`config.mk`:
```
export PLATFORM = sky130hd
export DESIGN_NAME = layer_compositor
export DESIGN_NICKNAME = d
export VERILOG_FILES = /design/src/rtl/compositor_pkg.sv /design/src/rtl/tank_rotator.sv /design/src/rtl/layer_compositor.sv
export SDC_FILE = /design/constraint.sdc
export NUM_CORES = 2
export LEC_CHECK = 0
export BUFFER_PORTS_ARGS = -buffer_cell sky130_fd_sc_hd__buf_2
export CAP_MARGIN = 10
export CORE_MARGIN = 2
export CORE_UTILIZATION = 58
export DETAILED_ROUTE_END_ITERATION = 10
export PLACE_DENSITY = 0.89
export SLEW_MARGIN = 10
export SYNTH_ARGS = -nofsm -noshare
export SYNTH_HDL_FRONTEND = slang
export SYNTH_SLANG_ARGS = --single-unit
```
`constraint.sdc`:
```
create_clock -name CLK -period 6.33 [get_ports CLK]
set_input_delay 0.633 -clock CLK [delete_from_list [all_inputs] [get_ports CLK]]
set_output_delay 0.633 -clock CLK [all_outputs]
set_load 0.005 [all_outputs]
```
`src/rtl/compositor_pkg.sv`:
```
// compositor_pkg: colour types and constants shared by the layer compositor.
package compositor_pkg;
  typedef struct packed {
    logic [7:0] r;
    logic [7:0] g;
    logic [7:0] b;
  } rgb_t;
  localparam rgb_t [3:0] TANK_COLOR = {24'h8000FF, 24'h00C000, 24'hFF0000, 24'hFFBB00};
  localparam rgb_t HEAD_COLOR = 24'h00FFFF;
  localparam rgb_t BG_COLOR = 24'h555555;
  localparam rgb_t OUTLINE_COLOR = 24'h000000;
  localparam rgb_t WHITE = 24'hFFFFFF;
  localparam rgb_t BLACK = 24'h000000;
  localparam int TRIG_FRAC_OFS = 2;
endpackage

```
`src/rtl/tank_rotator.sv`:
```
// tank_rotator: rotates the pixel into one tank's local frame and tests head/body (two stages).
// With TANK_OUTLINE_EN defined it also flags body pixels on the square's rim.
module tank_rotator
  import compositor_pkg::*;
#(
  parameter int COORD_W = 10,
  parameter int TRIG_W = 8,
  parameter int HEAD_HALF = 6
) (
  input  logic                     CLK,
  input  logic                     Reset_n,
  input  logic [COORD_W-1:0]       DrawX,
  input  logic [COORD_W-1:0]       DrawY,
  input  logic [COORD_W-1:0]       tx,
  input  logic [COORD_W-1:0]       ty,
  input  logic [COORD_W-1:0]       size,
  input  logic signed [TRIG_W-1:0] sin_h,
  input  logic signed [TRIG_W-1:0] cos_h,
  input  logic                     dead,
  output logic                     head,
  output logic                     body,
  output logic                     rim
);
  localparam int DW = COORD_W + 1;
  localparam int PW = DW + TRIG_W;
  localparam int SW = PW + 1;
  localparam int F = TRIG_W - TRIG_FRAC_OFS;
  localparam logic signed [SW-1:0] HH = SW'(HEAD_HALF);
  logic signed [DW-1:0] dx, dy;
  logic signed [PW-1:0] xc, ys, xs, yc;
  logic signed [SW-1:0] sx, sy, lx, ly, ax, ay, sz;
  logic head_c, body_c;
  assign dx = $signed({1'b0, DrawX}) - $signed({1'b0, tx});
  assign dy = $signed({1'b0, DrawY}) - $signed({1'b0, ty});
  // full-width sums so the shift back to pixels never wraps
  assign sx = xc + ys;
  assign sy = yc - xs;
  assign lx = sx >>> F;
  assign ly = sy >>> F;
  assign ax = lx[SW-1] ? -lx : lx;
  assign ay = ly[SW-1] ? -ly : ly;
  assign sz = $signed({{(SW-COORD_W){1'b0}}, size});
  assign head_c = !dead && !lx[SW-1] && lx <= sz && ay <= HH;
  assign body_c = !dead && ax <= sz && ay <= sz;
  always_ff @(posedge CLK or negedge Reset_n)
    if (!Reset_n) begin
      xc <= '0;
      ys <= '0;
      xs <= '0;
      yc <= '0;
      head <= 1'b0;
      body <= 1'b0;
    end else begin
      xc <= dx * cos_h;
      ys <= dy * sin_h;
      xs <= dx * sin_h;
      yc <= dy * cos_h;
      head <= head_c;
      body <= body_c;
    end
`ifdef TANK_OUTLINE_EN
  always_ff @(posedge CLK or negedge Reset_n)
    if (!Reset_n) rim <= 1'b0;
    else rim <= body_c && (ax == sz || ay == sz);
`else
  assign rim = 1'b0;
`endif
endmodule

```
`src/rtl/layer_compositor.sv`:
```
// layer_compositor: 3-stage tank/bullet/maze/title compositor with per-frame shadows and hit reporting.
// Define TANK_OUTLINE_EN to draw tank bodies with a black outline.
module layer_compositor
  import compositor_pkg::*;
#(
  parameter int NUM_TANKS = 2,
  parameter int NUM_BULLETS = 3,
  parameter int COORD_W = 10,
  parameter int TRIG_W = 8,
  parameter int HEAD_HALF = 6
) (
  input  logic                             CLK,
  input  logic                             Reset_n,
  input  logic                             frame_start,
  input  logic [COORD_W-1:0]               DrawX,
  input  logic [COORD_W-1:0]               DrawY,
  input  logic                             blank,
  input  logic                             maze,
  input  logic                             title,
  input  logic [NUM_TANKS*COORD_W-1:0]     tank_x,
  input  logic [NUM_TANKS*COORD_W-1:0]     tank_y,
  input  logic [COORD_W-1:0]               tank_size,
  input  logic [NUM_TANKS*TRIG_W-1:0]      tank_sin,
  input  logic [NUM_TANKS*TRIG_W-1:0]      tank_cos,
  input  logic [NUM_TANKS-1:0]             tank_dead,
  input  logic [NUM_BULLETS*COORD_W-1:0]   bul_x,
  input  logic [NUM_BULLETS*COORD_W-1:0]   bul_y,
  input  logic [NUM_BULLETS*COORD_W-1:0]   bul_s,
  input  logic [NUM_BULLETS-1:0]           bul_active,
  output logic [7:0]                       Red,
  output logic [7:0]                       Green,
  output logic [7:0]                       Blue,
  output logic [NUM_TANKS*NUM_BULLETS-1:0] hit_flags,
  output logic                             hit_valid
);
  localparam int DW = COORD_W + 1;
  logic [NUM_TANKS*COORD_W-1:0] s_tx, s_ty;
  logic [COORD_W-1:0] s_tsz;
  logic [NUM_TANKS*TRIG_W-1:0] s_sin, s_cos;
  logic [NUM_TANKS-1:0] s_dead;
  logic [NUM_BULLETS*COORD_W-1:0] s_bx, s_by, s_bs;
  logic [NUM_BULLETS-1:0] s_ba;
  logic latched;
  logic [COORD_W-1:0] x1, y1;
  logic blank1, maze1, title1, blank2, maze2, title2;
  logic [NUM_TANKS-1:0] head2, body2, rim2;
  logic [NUM_BULLETS-1:0] bul_c, bul2;
  logic [NUM_TANKS*NUM_BULLETS-1:0] acc, acc_set;
  rgb_t chain [NUM_TANKS+1];
  rgb_t col, rgb_q;
  // latched keeps all-zero shadows from drawing a tank over the whole screen before the first frame
  always_ff @(posedge CLK or negedge Reset_n)
    if (!Reset_n) begin
      s_tx <= '0;
      s_ty <= '0;
      s_tsz <= '0;
      s_sin <= '0;
      s_cos <= '0;
      s_dead <= '0;
      s_bx <= '0;
      s_by <= '0;
      s_bs <= '0;
      s_ba <= '0;
      latched <= 1'b0;
    end else if (frame_start) begin
      s_tx <= tank_x;
      s_ty <= tank_y;
      s_tsz <= tank_size;
      s_sin <= tank_sin;
      s_cos <= tank_cos;
      s_dead <= tank_dead;
      s_bx <= bul_x;
      s_by <= bul_y;
      s_bs <= bul_s;
      s_ba <= bul_active;
      latched <= 1'b1;
    end
  always_ff @(posedge CLK or negedge Reset_n)
    if (!Reset_n) begin
      x1 <= '0;
      y1 <= '0;
      {blank1, maze1, title1, blank2, maze2, title2} <= '0;
      bul2 <= '0;
      rgb_q <= BLACK;
    end else begin
      x1 <= DrawX;
      y1 <= DrawY;
      {blank1, maze1, title1} <= {blank, maze, title};
      {blank2, maze2, title2} <= {blank1, maze1, title1};
      bul2 <= bul_c;
      rgb_q <= col;
    end
  genvar t, b;
  for (t = 0; t < NUM_TANKS; t++) begin : g_tank
    tank_rotator #(.COORD_W(COORD_W), .TRIG_W(TRIG_W), .HEAD_HALF(HEAD_HALF)) u_rot (
      .CLK(CLK),
      .Reset_n(Reset_n),
      .DrawX(DrawX),
      .DrawY(DrawY),
      .tx(s_tx[t*COORD_W +: COORD_W]),
      .ty(s_ty[t*COORD_W +: COORD_W]),
      .size(s_tsz),
      .sin_h(s_sin[t*TRIG_W +: TRIG_W]),
      .cos_h(s_cos[t*TRIG_W +: TRIG_W]),
      .dead(s_dead[t] | !latched),
      .head(head2[t]),
      .body(body2[t]),
      .rim(rim2[t])
    );
    assign chain[t] = head2[t] ? HEAD_COLOR :
                      !body2[t] ? chain[t+1] :
                      rim2[t] ? OUTLINE_COLOR : TANK_COLOR[t];
    for (b = 0; b < NUM_BULLETS; b++) begin : g_acc
      assign acc_set[t*NUM_BULLETS+b] = blank2 & body2[t] & bul2[b];
    end
  end
  assign chain[NUM_TANKS] = BG_COLOR;
  for (b = 0; b < NUM_BULLETS; b++) begin : g_bul
    logic signed [DW-1:0] dx, dy, ax, ay, bs;
    assign dx = $signed({1'b0, x1}) - $signed({1'b0, s_bx[b*COORD_W +: COORD_W]});
    assign dy = $signed({1'b0, y1}) - $signed({1'b0, s_by[b*COORD_W +: COORD_W]});
    assign ax = dx[DW-1] ? -dx : dx;
    assign ay = dy[DW-1] ? -dy : dy;
    assign bs = $signed({1'b0, s_bs[b*COORD_W +: COORD_W]});
    assign bul_c[b] = s_ba[b] && ax <= bs && ay <= bs;
  end
  assign col = !blank2 ? BLACK :
               title2 ? WHITE :
               maze2 ? BLACK :
               |bul2 ? BLACK : chain[0];
  // a hit landing on the clear cycle is dropped; frame_start only occurs in blanking
  always_ff @(posedge CLK or negedge Reset_n)
    if (!Reset_n) begin
      acc <= '0;
      hit_flags <= '0;
      hit_valid <= 1'b0;
    end else if (frame_start) begin
      hit_flags <= acc;
      acc <= '0;
      hit_valid <= 1'b1;
    end else begin
      acc <= acc | acc_set;
      hit_valid <= 1'b0;
    end
  assign Red = rgb_q.r;
  assign Green = rgb_q.g;
  assign Blue = rgb_q.b;
endmodule

```
# After elaboration in Yosys (flattened, before gate mapping)
# Index checks and enable logic that the tools add are counted.
[word_totals]
output_inout_bits = 31
ff_bits = 400
elab_cells = 137
input_bits = 203
[classes]
mul = 8
muxes = 20
n_bitwise = 11
addsub = 24
n_lt_le_gt_ge = 14
n_reduce_logical = 22
[ops]
columns = ["op", "n"]
rows = [
  ["$mux W24", 8],
  ["$mul A11 B8 Y19", 8],
  ["$sub A10 B10 Y11", 10],
  ["$le A20 B11 Y1", 4],
  ["$mux W20", 4],
  ["$neg A14 Y20", 4],
  ["$le A11 B11 Y1", 6],
  ["$mux W11", 6],
  ["$neg A11 Y11", 6],
  ["$add A19 B19 Y20", 2],
  ["$le A20 B4 Y1 const B", 2],
  ["$sub A19 B19 Y20", 2],
  ["$le A14 B11 Y1", 2],
  ["$logic_and A1 B1 Y1", 16],
  ["$and A1 B1 Y1", 8],
  ["$mux W6", 1],
  ["$or A6 B6 Y6", 1],
  ["$logic_not A1 Y1", 5],
  ["$reduce_or A3 Y1", 1],
  ["$or A1 B1 Y1", 2],
  ["$mux W1", 1],
]

# Depth between registers and ports, before layout
[depth]
ltp_word = 8
mapped_depth = 31
mapped_depth_nobuf = 30

# Modules after synthesis
# From an unflattened synthesis, not the netlist that was laid out.
[hier_totals]
cells_unflattened = 5539
hier_area_um2 = 50618.5
[by_module_without_submodules]
columns = ["module", "cells_per_inst", "n_inst", "area_each_um2"]
rows = [
  ["tank_rotator at g_tank[0].u_rot", 2142, 1, 18809.3],
  ["tank_rotator at g_tank[1].u_rot", 2101, 1, 18644.1],
  ["layer_compositor", 1296, 1, 13165.1],
]

# Least setup slack after synthesis
# OpenSTA, ideal clock, no wires.
[synth_timing]
kind = "input to register"
start = "input DrawX[0]"
end = "register g_tank[0].u_rot.xs[18]"
setup_slack_ns = -0.189
t_arrival_ns = 6.394
path_buffers = 1
path_stages = 30
required_ns = 6.205
cell_sequence = "inv_1 > ha_1 > inv_1 > fa_1 > nand2_1 > nand2_1 > a21oi_1 > o21ai_0 > a21oi_1 > xnor2_1 > clkbuf_1 > nand2_1 > fa_1 > fa_1 > inv_1 > fa_1 > inv_1 > fa_1 > inv_1 > ha_1 > o21ai_0 > a21boi_0 > o21ai_0 > a21boi_0 > o21ai_0 > nand2b_1 > a311oi_1 > o41ai_1 > a21oi_1 > xnor2_1"
[synth_via]
elab_chain_len = 2
[synth_lines]
columns = ["item", "line", "text"]
rows = [
  ["from (decl)", "layer_compositor.sv:15", "input logic [COORD_W-1:0] DrawX,"],
  ["$sub A10 B10 Y11", "tank_rotator.sv:33", "assign dx = $signed({1'b0, DrawX}) - $signed({1'b0, tx});"],
  ["$mul A11 B8 Y19", "tank_rotator.sv:56", "xs <= dx * sin_h;"],
  ["to (signal assigned)", "tank_rotator.sv:56", ""],
  ["to (decl)", "tank_rotator.sv:30", "logic signed [PW-1:0] xc, ys, xs, yc;"],
]
# Every way passes these cells.
# A chain may end at the register's enable or synchronous reset.

# Worst setup path in the final report
[layout_timing]
start = "register s_ty[1]"
end = "register g_tank[0].u_rot.yc[18]"
[layout_via]
elab_chain_len = 2
[layout_lines]
columns = ["item", "line", "text"]
rows = [
  ["from (decl)", "layer_compositor.sv:37", "logic [NUM_TANKS*COORD_W-1:0] s_tx, s_ty;"],
  ["from (signal assigned)", "layer_compositor.sv:67", "s_ty <= tank_y;"],
  ["$sub A10 B10 Y11", "tank_rotator.sv:34", "assign dy = $signed({1'b0, DrawY}) - $signed({1'b0, ty});"],
  ["$mul A11 B8 Y19", "tank_rotator.sv:57", "yc <= dy * cos_h;"],
  ["to (signal assigned)", "tank_rotator.sv:57", ""],
  ["to (decl)", "tank_rotator.sv:30", ""],
]
# Every way passes these cells.

==> out/metrics.yaml <==
crit_family: "compound AO/OA/AOI/OAI gates"
min_path_type: "in2reg"
antenna_found_initial: 35
syn_area_um2: 49700
cts.clk_slew.worst_paths_ps: 60
synth-xor-area-share_pct: 5.94
yosys_warnings: 0
worstSetupStartpointType: "flip-flop"
cts_buffer_depth: 3
fp.dieW_um: 297
ff_latch_area_um2: 9560
synthToLayoutAreaGrowth_pct: 21.5
synth_top_family_by_area: "adder cells"
yosysMostFrequentCell: "inv_1"
numCtsBuffers: 48
place.gp.congestion: 0.943
ys_seq_area_share_pct: 19.2
grt_use_met3_pct: 7.49
grt_pass1_vias: 46465
cp.depth: 30
dieArea_um2: 88100
yosys.area.top_type: "fa_1"
htreeDepth: 2
violations: "design-rule violations, max-capacitance violations, max-slew violations, negative setup slack"
worst_slack_ps: -1020
muxShareOfSynthArea_pct: 1.56
worstHoldStart: "blank"
cp_slowest_cell: "a311oi_4"
drtAntennaViolNets: 0
dieHeight_um: 297
dr.pass1.iters: 11
postPlaceCellArea_um2: 55000
yosysUniqueCellTypes: 86
ys_ff_latch: 382
hpwl_um: 108000
r2r-end: "g_tank[0].u_rot.yc[18]$_DFF_PN0_"
grt_pass1_wl_um: 241000
cp-end-kind: "flip-flop"
whs_path_depth: 1
avgViaCountPerCell: 6.50
reg2reg_from: "s_ty[1]$_DFFE_PN0P_"
drv_slew: 24
max_cap_violations: 1
track_usage_pct: 34.3
io_pins: 234
synth_common_cells: "inv_1 (1,103), fa_1 (594), ha_1 (582)"
synthAdderAreaFrac_pct: 38.5
synth_compound_area_share_pct: 9.82
slowest_delay_ps: 560
reg2reg_slack_ps: -1020
final_area_um2: 60400
syn_avg_cell_area_um2: 9.08
coreArea_um2: 85000
grt_max_degree: 160
synth_fp_nets: 6860
hold_violations: 0
grt_setup_unrepaired: "true"
cts_tree: "built"
fin_crit_sh_pct: 116
r2r_cells: 30
synthTopCellsByArea: "fa_1 (24%), dfrtp_1 (19%), ha_1 (15%)"
timing.fmax_ghz: 0.136
vias: 47890
drt_iter0_drc: 6678
postSynthCellCount: 5481
whs_ps: 101
finalSetupViolCount: 62
synth-simple-area-share_pct: 15.1
worst_pin_slew_ps: 1600
cts_sinks: 382
skew_ps: 69.6
drive_gt1_share_pct: 22.4
hold_end: "blank1$_DFF_PN0_"
grt_util_met1_pct: 40.1
critPathKind: "reg2reg"
grt_overflow: 0
row_count: 107
drc: 3
grt-busiest-layer: "met2"
critical_path_required_ps: 6870
final_nets: 7540
tns_ps: -27460
clk_latency_ps: 700
fill_cells: 4777
status: "finished with violations"
cp.arrival_ps: 7880
slew_headroom_pct: -6.56
multi_input_area_um2: 37600
fin_crit_ps: 7350
synth_edf_count: 0
initial_core_util_pct: 58.5
critPathBufInv: 6
routedWlPerCell_um: 26.3
synth-main-ff-cell: "dfrtp_1"
wl_um: 194000
grtUsageMet2_pct: 56.3
io_buffers: 233
cts_root_buf: "clkbuf_16"
path_max_fanout: 14
synth_top_area_share_pct: 23.9
async_flop_share_pct: 100
==> repair_timing <==
item | 4_1_cts | 5_1_grt
setup endpoints to repair | 38 | 57
setup buffers | 69 | 95
hold endpoints to repair | 6 | 0
cloned | 0 | 4
pin swaps | 67 | 339
gates resized for setup | 108 | 502
hold buffers | 1 | 0
==> layer usage <==
layer  vias to the layer above  share of wire (%)
li1                      18643                  -
met3                      2089                 15
met2                      4652                 43
met1                     22476                 30
met4                        30                 12
met5                         -               0.27
==> worst max-delay path by stage <==
stage,startpoint,endpoint,slack [ps]
after global routing,s_ty[11]$_DFFE_PN0P_,g_tank[1].u_rot.ys[17]$_DFF_PN0_,-1110
after global placement,DrawY[0],g_tank[0].u_rot.ys[18]$_DFF_PN0_,-650
final,s_ty[1]$_DFFE_PN0P_,g_tank[0].u_rot.yc[18]$_DFF_PN0_,-1020
after detailed placement,DrawX[0],g_tank[1].u_rot.xs[18]$_DFF_PN0_,-840
after CTS,s_ty[11]$_DFFE_PN0P_,g_tank[1].u_rot.ys[17]$_DFF_PN0_,3
after floorplan,DrawX[0],g_tank[0].u_rot.xs[18]$_DFF_PN0_,6
==> sequential cells by signal, indices dropped and copies added (netlist names), 16 cells and up <==
signal,flops
g_tank.u_rot.ys,38
s_cos,16
s_by,30
g_tank.u_rot.xs,38
s_ty,20
s_bx,30
s_tx,20
g_tank.u_rot.yc,38
g_tank.u_rot.xc,38
s_bs,30
s_sin,16
==> kinds of logic after synthesis <==
kind of cell               count (synthesis)
buffers and inverters                   1277
and+or+nand+nor                         1463
AOI/OAI and AO/OA                        779
xor gates and xnor gates                 334
adders and majority gates               1176
DFF                                      382
muxes                                     70
==> cell usage in the layout, fill, tap and decap left out, types with 96 or more instances in the layout <==
| cell | n |
|---|---|
| xnor2_1 | 213 |
| dfrtp_1 | 379 |
| o21ai_0 | 208 |
| buf_4 | 494 |
| nor2b_1 | 114 |
| buf_2 | 232 |
| nand2_1 | 378 |
| inv_1 | 1042 |
| xor2_1 | 96 |
| fa_1 | 563 |
| ha_1 | 514 |
| a21oi_1 | 141 |
| and2_1 | 395 |
| nor2_1 | 224 |
==> stage by stage <==
stage	setup WS, ps	cells	utilization, %
after global placement	-652	7101	64.7
after detailed placement	-837	7101	64.7
after global routing	-1110	7353	71.0
after CTS	2.84	7260	67.7
after floorplan	5.71	5481	-
final	-1020	7372	71.1
==> area by class of cell <==
class / instances / share of cell area (%)
repair buffers: 803 / 9.93
well taps: 1144 / 2.37
clock inverters: 27 / 0.563
multi-input cells: 3822 / 62.2
clock buffers: 62 / 2.16
diodes: 28 / 0.116
inverters: 1104 / 6.86
flip-flops and latches: 382 / 15.8
Power is left out: the tool's default activity adds up to more than one toggle a clock period on the data nets, which glitch-free logic cannot reach.
